<file path="config.mk">
export PLATFORM = sky130hd
export DESIGN_NAME = aes_req_arbiter
export DESIGN_NICKNAME = d
export VERILOG_FILES = /design/src/rtl/aes_ctrl_pkg.sv /design/src/rtl/aes_rr_arbiter.sv /design/src/rtl/aes_req_arbiter.sv
export SDC_FILE = /design/constraint.sdc
export NUM_CORES = 1
export LEC_CHECK = 0
export BUFFER_PORTS_ARGS = -buffer_cell sky130_fd_sc_hd__buf_2
export CAP_MARGIN = 10
export CORE_AREA = 2 2 454 456
export CTS_CLUSTER_DIAMETER = 80
export CTS_CLUSTER_SIZE = 12
export DETAILED_ROUTE_END_ITERATION = 8
export DIE_AREA = 0 0 456 458
export GPL_TIMING_DRIVEN = 1
export SYNTH_ARGS = -nofsm -noshare
export SYNTH_HDL_FRONTEND = slang
export SYNTH_HIERARCHICAL = 1
export SYNTH_SLANG_ARGS = --single-unit
</file>
<file path="constraint.sdc">
create_clock -name clk -period 2.1 [get_ports clk]
set_clock_uncertainty 0.2 [all_clocks]
set_input_delay 0.21 -clock clk [delete_from_list [all_inputs] [get_ports clk]]
set_output_delay 0.21 -clock clk [all_outputs]
set_load 0.01 [all_outputs]
</file>
<file path="src/rtl/aes_ctrl_pkg.sv">
// Shared constants and FSM state encoding for the AES request arbiter.
// Consumed by aes_req_arbiter and aes_rr_arbiter.
package aes_ctrl_pkg;

  localparam int NUM_REQ                = 2;
  localparam int AES_BLOCK_W            = 128;
  localparam int TIMEOUT_W              = 8;
  localparam int DEFAULT_TIMEOUT_CYCLES = 255;

  typedef enum logic [2:0] {
    IDLE,
    ISSUE,
    WAIT_BUSY,
    WAIT_DONE,
    GAP
  } arb_state_e;

endpackage

</file>
<file path="src/rtl/aes_rr_arbiter.sv">
// Two-way round-robin pick: the sole eligible requester wins, and on a tie
// the requester that was not served last wins. Purely combinational.
module aes_rr_arbiter
  import aes_ctrl_pkg::*;
(
  input  logic [NUM_REQ-1:0] eligible,
  input  logic               last_grant,
  output logic               gnt_valid,
  output logic               gnt_id
);

  always_comb begin
    gnt_valid = |eligible;
    if (eligible == 2'b11) begin
      gnt_id = ~last_grant;
    end else begin
      gnt_id = eligible[1];
    end
  end

endmodule

</file>
<file path="src/rtl/aes_req_arbiter.sv">
// Shares one aes_encipher core between two requesters with round-robin grant.
// Optional abort on a stuck core is enabled by defining AES_ARB_TIMEOUT_EN.
module aes_req_arbiter
  import aes_ctrl_pkg::*;
#(
  parameter int TIMEOUT_CYCLES = DEFAULT_TIMEOUT_CYCLES
) (
  input  logic                   clk,
  input  logic                   reset,
  input  logic                   req0_valid,
  output logic                   req0_ready,
  input  logic [AES_BLOCK_W-1:0] req0_key,
  input  logic [AES_BLOCK_W-1:0] req0_data,
  output logic                   rsp0_valid,
  input  logic                   rsp0_ready,
  output logic [AES_BLOCK_W-1:0] rsp0_data,
  output logic                   rsp0_err,
  input  logic                   req1_valid,
  output logic                   req1_ready,
  input  logic [AES_BLOCK_W-1:0] req1_key,
  input  logic [AES_BLOCK_W-1:0] req1_data,
  output logic                   rsp1_valid,
  input  logic                   rsp1_ready,
  output logic [AES_BLOCK_W-1:0] rsp1_data,
  output logic                   rsp1_err,
  output logic                   core_init,
  output logic [AES_BLOCK_W-1:0] core_key,
  output logic [AES_BLOCK_W-1:0] core_plaintext,
  input  logic [AES_BLOCK_W-1:0] core_ciphertext,
  input  logic                   core_ready,
  output logic                   busy,
  output logic                   grant_id
);

  arb_state_e             state, next_state;
  logic [AES_BLOCK_W-1:0] key_reg, pt_reg;
  logic                   last_grant, grant_q;
  logic [NUM_REQ-1:0]     eligible, rsp_valid_q, rsp_ready_v;
  logic [AES_BLOCK_W-1:0] rsp_data_q [NUM_REQ];
  logic                   gnt_valid, gnt_id;
  logic                   accept, done_ok, abort;

  // A requester with an unconsumed result is not eligible again.
  assign eligible    = {req1_valid & ~rsp_valid_q[1], req0_valid & ~rsp_valid_q[0]};
  assign rsp_ready_v = {rsp1_ready, rsp0_ready};

  aes_rr_arbiter u_rr (
    .eligible   (eligible),
    .last_grant (last_grant),
    .gnt_valid  (gnt_valid),
    .gnt_id     (gnt_id)
  );

  assign accept     = (state == IDLE) & gnt_valid;
  assign req0_ready = accept & ~gnt_id;
  assign req1_ready = accept & gnt_id;
  assign done_ok    = (state == WAIT_DONE) & core_ready;

`ifdef AES_ARB_TIMEOUT_EN
  localparam logic [TIMEOUT_W-1:0] TMO_LIMIT = TIMEOUT_W'(TIMEOUT_CYCLES);

  logic [TIMEOUT_W-1:0] tmo_cnt;
  logic [NUM_REQ-1:0]   rsp_err_q;
  logic                 waiting, tmo_hit;

  assign waiting = (state == WAIT_BUSY) | (state == WAIT_DONE);
  assign tmo_hit = waiting & (tmo_cnt == TMO_LIMIT);
  assign abort   = tmo_hit & ~done_ok;

  always_ff @(posedge clk or negedge reset) begin
    if (!reset) begin
      tmo_cnt <= '0;
    end else if (state == ISSUE) begin
      tmo_cnt <= '0;
    end else if (waiting && !tmo_hit) begin
      tmo_cnt <= tmo_cnt + 1'b1;
    end
  end

  always_ff @(posedge clk or negedge reset) begin
    if (!reset) begin
      rsp_err_q <= '0;
    end else begin
      for (int i = 0; i < NUM_REQ; i++) begin
        if ((done_ok || abort) && grant_q == 1'(i)) begin
          rsp_err_q[i] <= abort;
        end
      end
    end
  end

  assign rsp0_err = rsp_err_q[0];
  assign rsp1_err = rsp_err_q[1];
`else
  logic unused_timeout;

  assign unused_timeout = ^TIMEOUT_CYCLES;
  assign abort          = 1'b0;
  assign rsp0_err       = 1'b0;
  assign rsp1_err       = 1'b0;
`endif

  always_ff @(posedge clk or negedge reset) begin
    if (!reset) begin
      state      <= IDLE;
      key_reg    <= '0;
      pt_reg     <= '0;
      last_grant <= 1'b1;
      grant_q    <= 1'b0;
    end else begin
      state <= next_state;
      if (accept) begin
        last_grant <= gnt_id;
        grant_q    <= gnt_id;
        key_reg    <= gnt_id ? req1_key  : req0_key;
        pt_reg     <= gnt_id ? req1_data : req0_data;
      end
    end
  end

  // The core idles with ready high, so completion only counts after it has dropped.
  always_comb begin
    next_state = state;
    case (state)
      IDLE:      if (gnt_valid) next_state = ISSUE;
      ISSUE:     next_state = WAIT_BUSY;
      WAIT_BUSY: begin
        if (abort) begin
          next_state = GAP;
        end else if (!core_ready) begin
          next_state = WAIT_DONE;
        end
      end
      WAIT_DONE: if (done_ok || abort) next_state = GAP;
      GAP:       next_state = IDLE;
      default:   next_state = IDLE;
    endcase
  end

  always_ff @(posedge clk or negedge reset) begin
    if (!reset) begin
      rsp_valid_q <= '0;
      for (int i = 0; i < NUM_REQ; i++) begin
        rsp_data_q[i] <= '0;
      end
    end else begin
      for (int i = 0; i < NUM_REQ; i++) begin
        if (rsp_valid_q[i] && rsp_ready_v[i]) begin
          rsp_valid_q[i] <= 1'b0;
        end
        if ((done_ok || abort) && grant_q == 1'(i)) begin
          rsp_valid_q[i] <= 1'b1;
          rsp_data_q[i]  <= done_ok ? core_ciphertext : '0;
        end
      end
    end
  end

  assign rsp0_valid     = rsp_valid_q[0];
  assign rsp1_valid     = rsp_valid_q[1];
  assign rsp0_data      = rsp_data_q[0];
  assign rsp1_data      = rsp_data_q[1];
  assign core_init      = (state == ISSUE);
  assign core_key       = key_reg;
  assign core_plaintext = pt_reg;
  assign busy           = (state != IDLE);
  assign grant_id       = grant_q;

endmodule

</file>
==> results of run 1 <==
## critical path: cells and delay by family, from the launching register on
kind,cells,cell delay [ps]
flops,1,380
buf+inv,2,160
simple gates,4,1010
## registers in the layout (all words and copies together), names as in the netlist
| register | flops |
|---|---|
| grant_id | 1 |
| core_plaintext | 128 |
| rsp_valid_q | 2 |
| last_grant | 1 |
| state | 3 |
| rsp0_data | 128 |
| core_key | 128 |
| rsp1_data | 128 |
## area by class of cell
class | instances | area, sq um | area share, %
antenna | 75 | 188 | 0.418
clock buffer | 63 | 1460 | 3.25
clock inverter | 15 | 220 | 0.490
inverter | 6 | 22.5 | 0.0502
multi-input combinational | 1050 | 9550 | 21.3
sequential | 519 | 13000 | 28.9
tap | 2688 | 3360 | 7.49
timing repair buffer | 2087 | 17100 | 38.1
## power by group
group / internal (mW) / leakage (nW) / switching, mW
Combinational: 15.1 / 14.0 / 15.7
Sequential: 15.0 / 6.36 / 3.19
Clock: 5.11 / 0.817 / 4.65
Total: 35.1 / 21.2 / 23.6
## repair_timing
item | 4_1_cts | 5_1_grt
pin swaps | 90 | 30
endpoints found under the setup margin | 260 | 513
hold endpoints to repair | 1036 | 0
hold buffers | 649 | 0
gates cloned | 55 | 27
setup buffers | 64 | 34
gates resized for setup | 296 | 366
## metal layers
layer  wire, um  vias up  GRT usage, %
met5        619        -             0
met4      11500       88          8.81
met3      15000      491          5.44
met2      78600     1346          24.7
met1      64700    11688          17.5
li1           -    10056             -
## worst paths after layout
check	start	end	slack, ps	cells past startpoint
max in group asynchronous	reset	rsp1_data[109]$_DFFE_PN0P_	1070	4
hold reg to reg	core_plaintext[110]$_DFFE_PN0P_	core_plaintext[110]$_DFFE_PN0P_	280	2
min in group clk	core_ciphertext[25]	rsp0_data[25]$_DFFE_PN0P_	90	3
setup / recovery	rsp_valid_q[0]$_DFFE_PN0P_	req1_ready	-570	6
hold / removal	reset	rsp0_data[14]$_DFFE_PN0P_	80	3
setup reg to reg	rsp_valid_q[1]$_DFFE_PN0P_	core_plaintext[112]$_DFFE_PN0P_	-400	12
## logic make-up after synthesis
family	count (synthesis)	share of synthesized area (%)
AO/OA/AOI/OAI	261	6.13
AND/OR/NAND/NOR	275	5.00
buffers and inverters	122	2.65
multiplexers	512	25.5
other	1	0.0175
flip-flops	519	60.7
## layout by cell type (no fill, tap or decap), types with 3 or more instances in the layout
cell type / instances
buf_12: 69
buf_16: 54
buf_2: 1159
buf_4: 76
buf_6: 30
buf_8: 24
clkbuf_1: 4
clkbuf_16: 81
clkbuf_8: 3
clkinv_16: 3
dfrtp_1: 517
diode_2: 75
dlygate4sd3_1: 648
inv_1: 3
inv_2: 3
inv_8: 5
mux2_2: 139
mux2_4: 117
mux2i_1: 197
mux2i_2: 27
mux2i_4: 32
nand2_1: 171
nand2_2: 60
nand2_4: 29
o21ai_1: 171
o21ai_2: 82
o21ai_4: 3
==> reports/metrics.yaml, run 1 <==
die:
  die_x_um: 456
  rows: 166
  dieArea_sq_um: 209000
  initial_core_util_pct: 10.5
  design.core.area_sq_um: 204000
  ioPinCount: 1168
  die_h_um: 458
cells_and_area:
  syn_to_final_growth_pct: 110
  fill_cells: 21689
  final_core_util_pct: 22.0
  final_cells: 6503
  nNetsFinal: 4367
  drive_gt1_share_pct: 53.9
  finalInstanceArea_sq_um: 44900
global_route:
  grt_pass1_vias: 23963
  grt_pass1_wl_um: 217000
  grt_antenna_before_repair: 171
  grt_max_degree: 69
  grt_usage_pct: 15.3
  grt_overflow: 0
clock_network:
  h-tree-depth: 2
  clockBufferDepth: 3
  cts_tree: "yes"
  clkSlewWorstSetupHoldPaths_ps: 60
  tritoncts_num_sinks: 519
  worst_skew_pair.late_latency_ps: 710
  cts_made_buffers: 56
  cts_root_buf: "clkbuf_16"
synth:
  yosys-top-cells-area: "dfrtp_1 61%, mux2_2 13%, mux2i_1 12%"
  yosys.area.top_type: "dfrtp_1"
  yosys_warnings: 6
  synthArstFlopShare_pct: 100
  synth_edf_count: 0
  synth_seq_cells: 519
  ys_types: 25
  syn_area_sq_um: 21400
  ys_seq_area_share_pct: 60.7
  synth_common_cells: "518 x dfrtp_1, 261 x nand2_1, 256 x mux2_2, 256 x mux2i_1, 240 x o21ai_1"
  syn_inst: 1690
  synth_ff_type: "dfrtp_1"
  avgSynthCellArea_sq_um: 12.7
  yosysTopAreaCellShare_pct: 60.6
  synth_most_common_cell: "dfrtp_1"
detailed_routing:
  vias: 23669
  drtPass1Iterations: 5
  drt_iter0_markers: 1710
  wire_per_inst_um: 26.2
  vias_per_cell: 3.64
  drt-total-wl_um: 170000
  drc_errors: 0
  ant_nets: 0
pwr:
  p_leak_nw: 21.2
  power.total_mw: 58.7
  power_density_nw_per_um2: 1310
  vdd_ir_drop_max_uv: 748
timing:
  setup_tns_ps: -100350
  finalCritPeriodShare_pct: 127
  relSlewSlack_pct: 62.3
  setup_slack_ps: -568
  slew_violations: 0
  max_freq_mhz: 375
  tightest_slew_ps: 564
  rsz0062_at_grt: "true"
  worst_hold_slack_ps: 80.7
  hold_viol_final: 0
  finalSetupViolCount: 513
  min_period_ps: 2670
flow_run:
  drv_cap: 0
placed_design:
  dpl_worst_slack_ps: -143
  placed_cells: 5556
  io_buffers: 1165
  place_congestion: 0.940
  hpwl_um: 131000
  post_dp_cell_area_sq_um: 31500
critical_path:
  critPathSlowestCell: "or4b_4"
  cp-start-kind: "register"
  critPathKind: "register to output pin"
  cp_slowest_stage_delay_ps: 490
  critical_path.cell_chain: "nor2b_1, or2_1, or4b_4, or2_4, inv_2, buf_6"
  cp-end-kind: "output pin"
  crit_path_max_fanout: 3
  worstPathArrival_ps: 2260
  cp.required_ps: 1690
worst_hold_path:
  hp-class: "input pin to asynchronous set/reset pin"
run_status:
  outcome: "finished with violations"
  violations: "negative setup slack"
Power figures use the tool's default switching activity.
==> inputs of run 2 (changes only) <==
--- a/config.mk
+++ b/config.mk
@@ -13,6 +13,8 @@
 export DETAILED_ROUTE_END_ITERATION = 8
 export DIE_AREA = 0 0 456 458
 export GPL_TIMING_DRIVEN = 1
+export PLACE_DENSITY = 0.39
+export SKIP_LAST_GASP = 1
 export SYNTH_ARGS = -nofsm -noshare
 export SYNTH_HDL_FRONTEND = slang
 export SYNTH_HIERARCHICAL = 1
==> reports/metrics.yaml, run 2 (synthesis results as in run 1) <==
cells_and_area:
  drive_gt1_share_pct: 52.5  # was 53.9%
  finalInstanceArea_sq_um: 42600  # was 44900 sq um
  nNetsFinal: 4297  # was 4367
  final_cell_mix: "1160 x buf_2, 649 x dlygate4sd3_1, 517 x dfrtp_1"  # was 1159 x buf_2, 648 x dlygate4sd3_1, 517 x dfrtp_1
  final_cells: 6374  # was 6503
  fill_cells: 22288  # was 21.7k
  layout_commonest_cell: "buf_2"  # unchanged
  syn_to_final_growth_pct: 99.3  # was 110%
  final_core_util_pct: 20.9  # was 22.0%
placed_design:
  dpl_worst_slack_ps: -30.5  # was -143 ps
  place_congestion: 0.919  # was 0.940
  placed_cells: 5549  # was 5556
  io_buffers: 1165  # unchanged
  post_dp_cell_area_sq_um: 31400  # was 31500 sq um
  hpwl_um: 107000  # was 131000 um
die:
  die_x_um: 456  # unchanged
  dieArea_sq_um: 209000  # unchanged
  rows: 166  # unchanged
  die_h_um: 458  # unchanged
  ioPinCount: 1168  # unchanged
  initial_core_util_pct: 10.5  # unchanged
  design.core.area_sq_um: 204000  # unchanged
clock_network:
  cts_root_buf: "clkbuf_16"  # unchanged
  clockBufferDepth: 3  # unchanged
  cts_made_buffers: 54  # was 56
  clkSlewWorstSetupHoldPaths_ps: 60  # about the same
  tritoncts_num_sinks: 519  # unchanged
  cts_tree: "yes"  # unchanged
  worst_skew_pair.late_latency_ps: 650  # was 710 ps
  h-tree-depth: 2  # unchanged
worst_hold_path:
  hold_path_depth: 6
  hp-class: "input pin to register"  # was input pin to asynchronous set/reset pin
  min_to: "state[0]$_DFFE_PN0P_"
  holdCritStartpoint: "req1_valid"
critical_path:
  cp_slowest_stage_delay_ps: 520  # was 490 ps
  cp.required_ps: 1690  # about the same
  critPathKind: "register to output pin"  # unchanged
  cp_num_buf_inv: 2  # unchanged
  r2r-start: "rsp_valid_q[1]$_DFFE_PN0P_"  # unchanged
  worstPathArrival_ps: 2230  # was 2260 ps
  critical_path.cell_chain: "nor2b_2, or2_1, or4b_4, or2_4, inv_2, buf_6"  # was nor2b_1, or2_1, or4b_4, or2_4, inv_2, buf_6
  cp-end-kind: "output pin"  # unchanged
  r2r_slack_ps: -400  # about the same
  cp-start-kind: "register"  # unchanged
  critPathTopFamily: "simple AND/OR/NAND/NOR gates"  # unchanged
  crit_path_max_fanout: 3  # unchanged
  critPathSlowestCell: "or4b_4"  # unchanged
  worst_r2r_path_depth: 11  # was 12
  worstReg2RegEnd: "core_key[37]$_DFFE_PN0P_"  # was core_plaintext[112]$_DFFE_PN0P_
timing:
  setup_slack_ps: -544  # was -568 ps
  max_freq_mhz: 378  # was 375 MHz
  rsz0062_at_grt: "true"  # unchanged
  tightest_slew_ps: 530  # was 564 ps
  hold_viol_final: 0  # unchanged
  finalSetupViolCount: 333  # was 513
  setup_tns_ps: -52760  # was -100350 ps
  worst_hold_slack_ps: 70.0  # was 80.7 ps
  slew_violations: 0  # unchanged
  finalCritPeriodShare_pct: 126  # was 127%
  relSlewSlack_pct: 64.5  # was 62.3%
  min_period_ps: 2640  # was 2670 ps
pwr:
  p_leak_nw: 20.3  # was 21.2 nW
  power.total_mw: 55.6  # was 58.7 mW
  vdd_ir_drop_max_uv: 771  # was 748 uV
  power_density_nw_per_um2: 1300  # was 1310 nW/um^2
detailed_routing:
  drt-total-wl_um: 137000  # was 170000 um
  drt_iter0_markers: 1141  # was 1710
  vias: 21778  # was 23.7k
  wire_per_inst_um: 21.6  # was 26.2 um
  drtPass1Iterations: 5  # unchanged
  ant_nets: 0  # unchanged
  drc_errors: 0  # unchanged
  vias_per_cell: 3.42  # was 3.64
flow_run:
  drv_cap: 0  # unchanged
global_route:
  grt_max_degree: 58  # was 69
  grt_pass1_wl_um: 181000  # was 217000 um
  grt_pass1_vias: 22564  # was 24.0k
  grt_overflow: 0  # unchanged
  grt_antenna_before_repair: 68  # was 171
  grt_usage_pct: 12.3  # was 15.3%
run_status:
  violations: "negative setup slack"  # unchanged
  outcome: "finished with violations"  # unchanged
[run 2: cell count changes in the layout (fill, tap and decap cells not counted), sizes merged, moves of 2 or more]
cell | previous run | this run
bufbuf | 2 | 0
bufinv | 1 | 4
inv | 13 | 9
buf | 1412 | 1346
clkbuf | 88 | 83
diode | 75 | 20
[run 2: worst max-delay path by stage]
stage | start | to | slack (ps) | cells past startpoint
2_1_floorplan | rsp_valid_q[0]$_DFFE_PN0P_ | req1_ready | 0.3 | 7
3_3_place_gp | req0_valid | core_plaintext[117]$_DFFE_PN0P_ | -30 | 8
3_5_place_dp | rsp_valid_q[1]$_DFFE_PN0P_ | core_key[11]$_DFFE_PN0P_ | -30 | 7
4_1_cts | rsp_valid_q[1]$_DFFE_PN0P_ | req1_ready | -680 | 6
5_1_grt | rsp_valid_q[0]$_DFFE_PN0P_ | req1_ready | -690 | 6
6_report | rsp_valid_q[1]$_DFFE_PN0P_ | req1_ready | -540 | 6
[run 2: where the power goes]
| part | switching [mW] | internal, mW | leakage, nW |
|---|---|---|---|
| clock | 4.41 | 5.23 | 0.801 |
| sequential | 3.16 | 14.9 | 6.36 |
| combinational | 14.5 | 13.3 | 13.1 |
[run 2: area by class of cell]
type	instances	area (sq um)	area share, %
Timing Repair Buffer	2019	15600	36.6
Sequential cell	519	13000	30.5
Multi-Input combinational cell	1050	8910	20.9
Tap cell	2688	3360	7.89
Clock buffer	59	1390	3.26
Clock inverter	13	269	0.631
Antenna cell	20	50.0	0.117
Inverter	6	22.5	0.0529
[run 2: what timing repair did]
item,4_1_cts,5_1_grt
hold buffers,649,0
hold endpoints to repair,1036,0
pin swaps,48,113
setup endpoints to repair,98,307
buffers inserted,15,24
resized for setup,124,294
cloned,23,32
[run 2: per-layer routing]
layer | vias up | track usage (%) | part of all wire (%) | routed length, um
met3 | 268 | 4.00 | 7.9 | 10800
met4 | 42 | 5.24 | 4.4 | 6090
met1 | 10701 | 14.0 | 38 | 52400
li1 | 9829 | - | - | -
met5 | - | 0 | 0.20 | 272
met2 | 938 | 21.1 | 49 | 67900
[run 2: tightest hold or removal path: stages]
cell and delay, ps:
buf_2 80, nor2b_2 130, or2_1 130, nor3b_1 190, a21oi_1 60, nor2_1 80
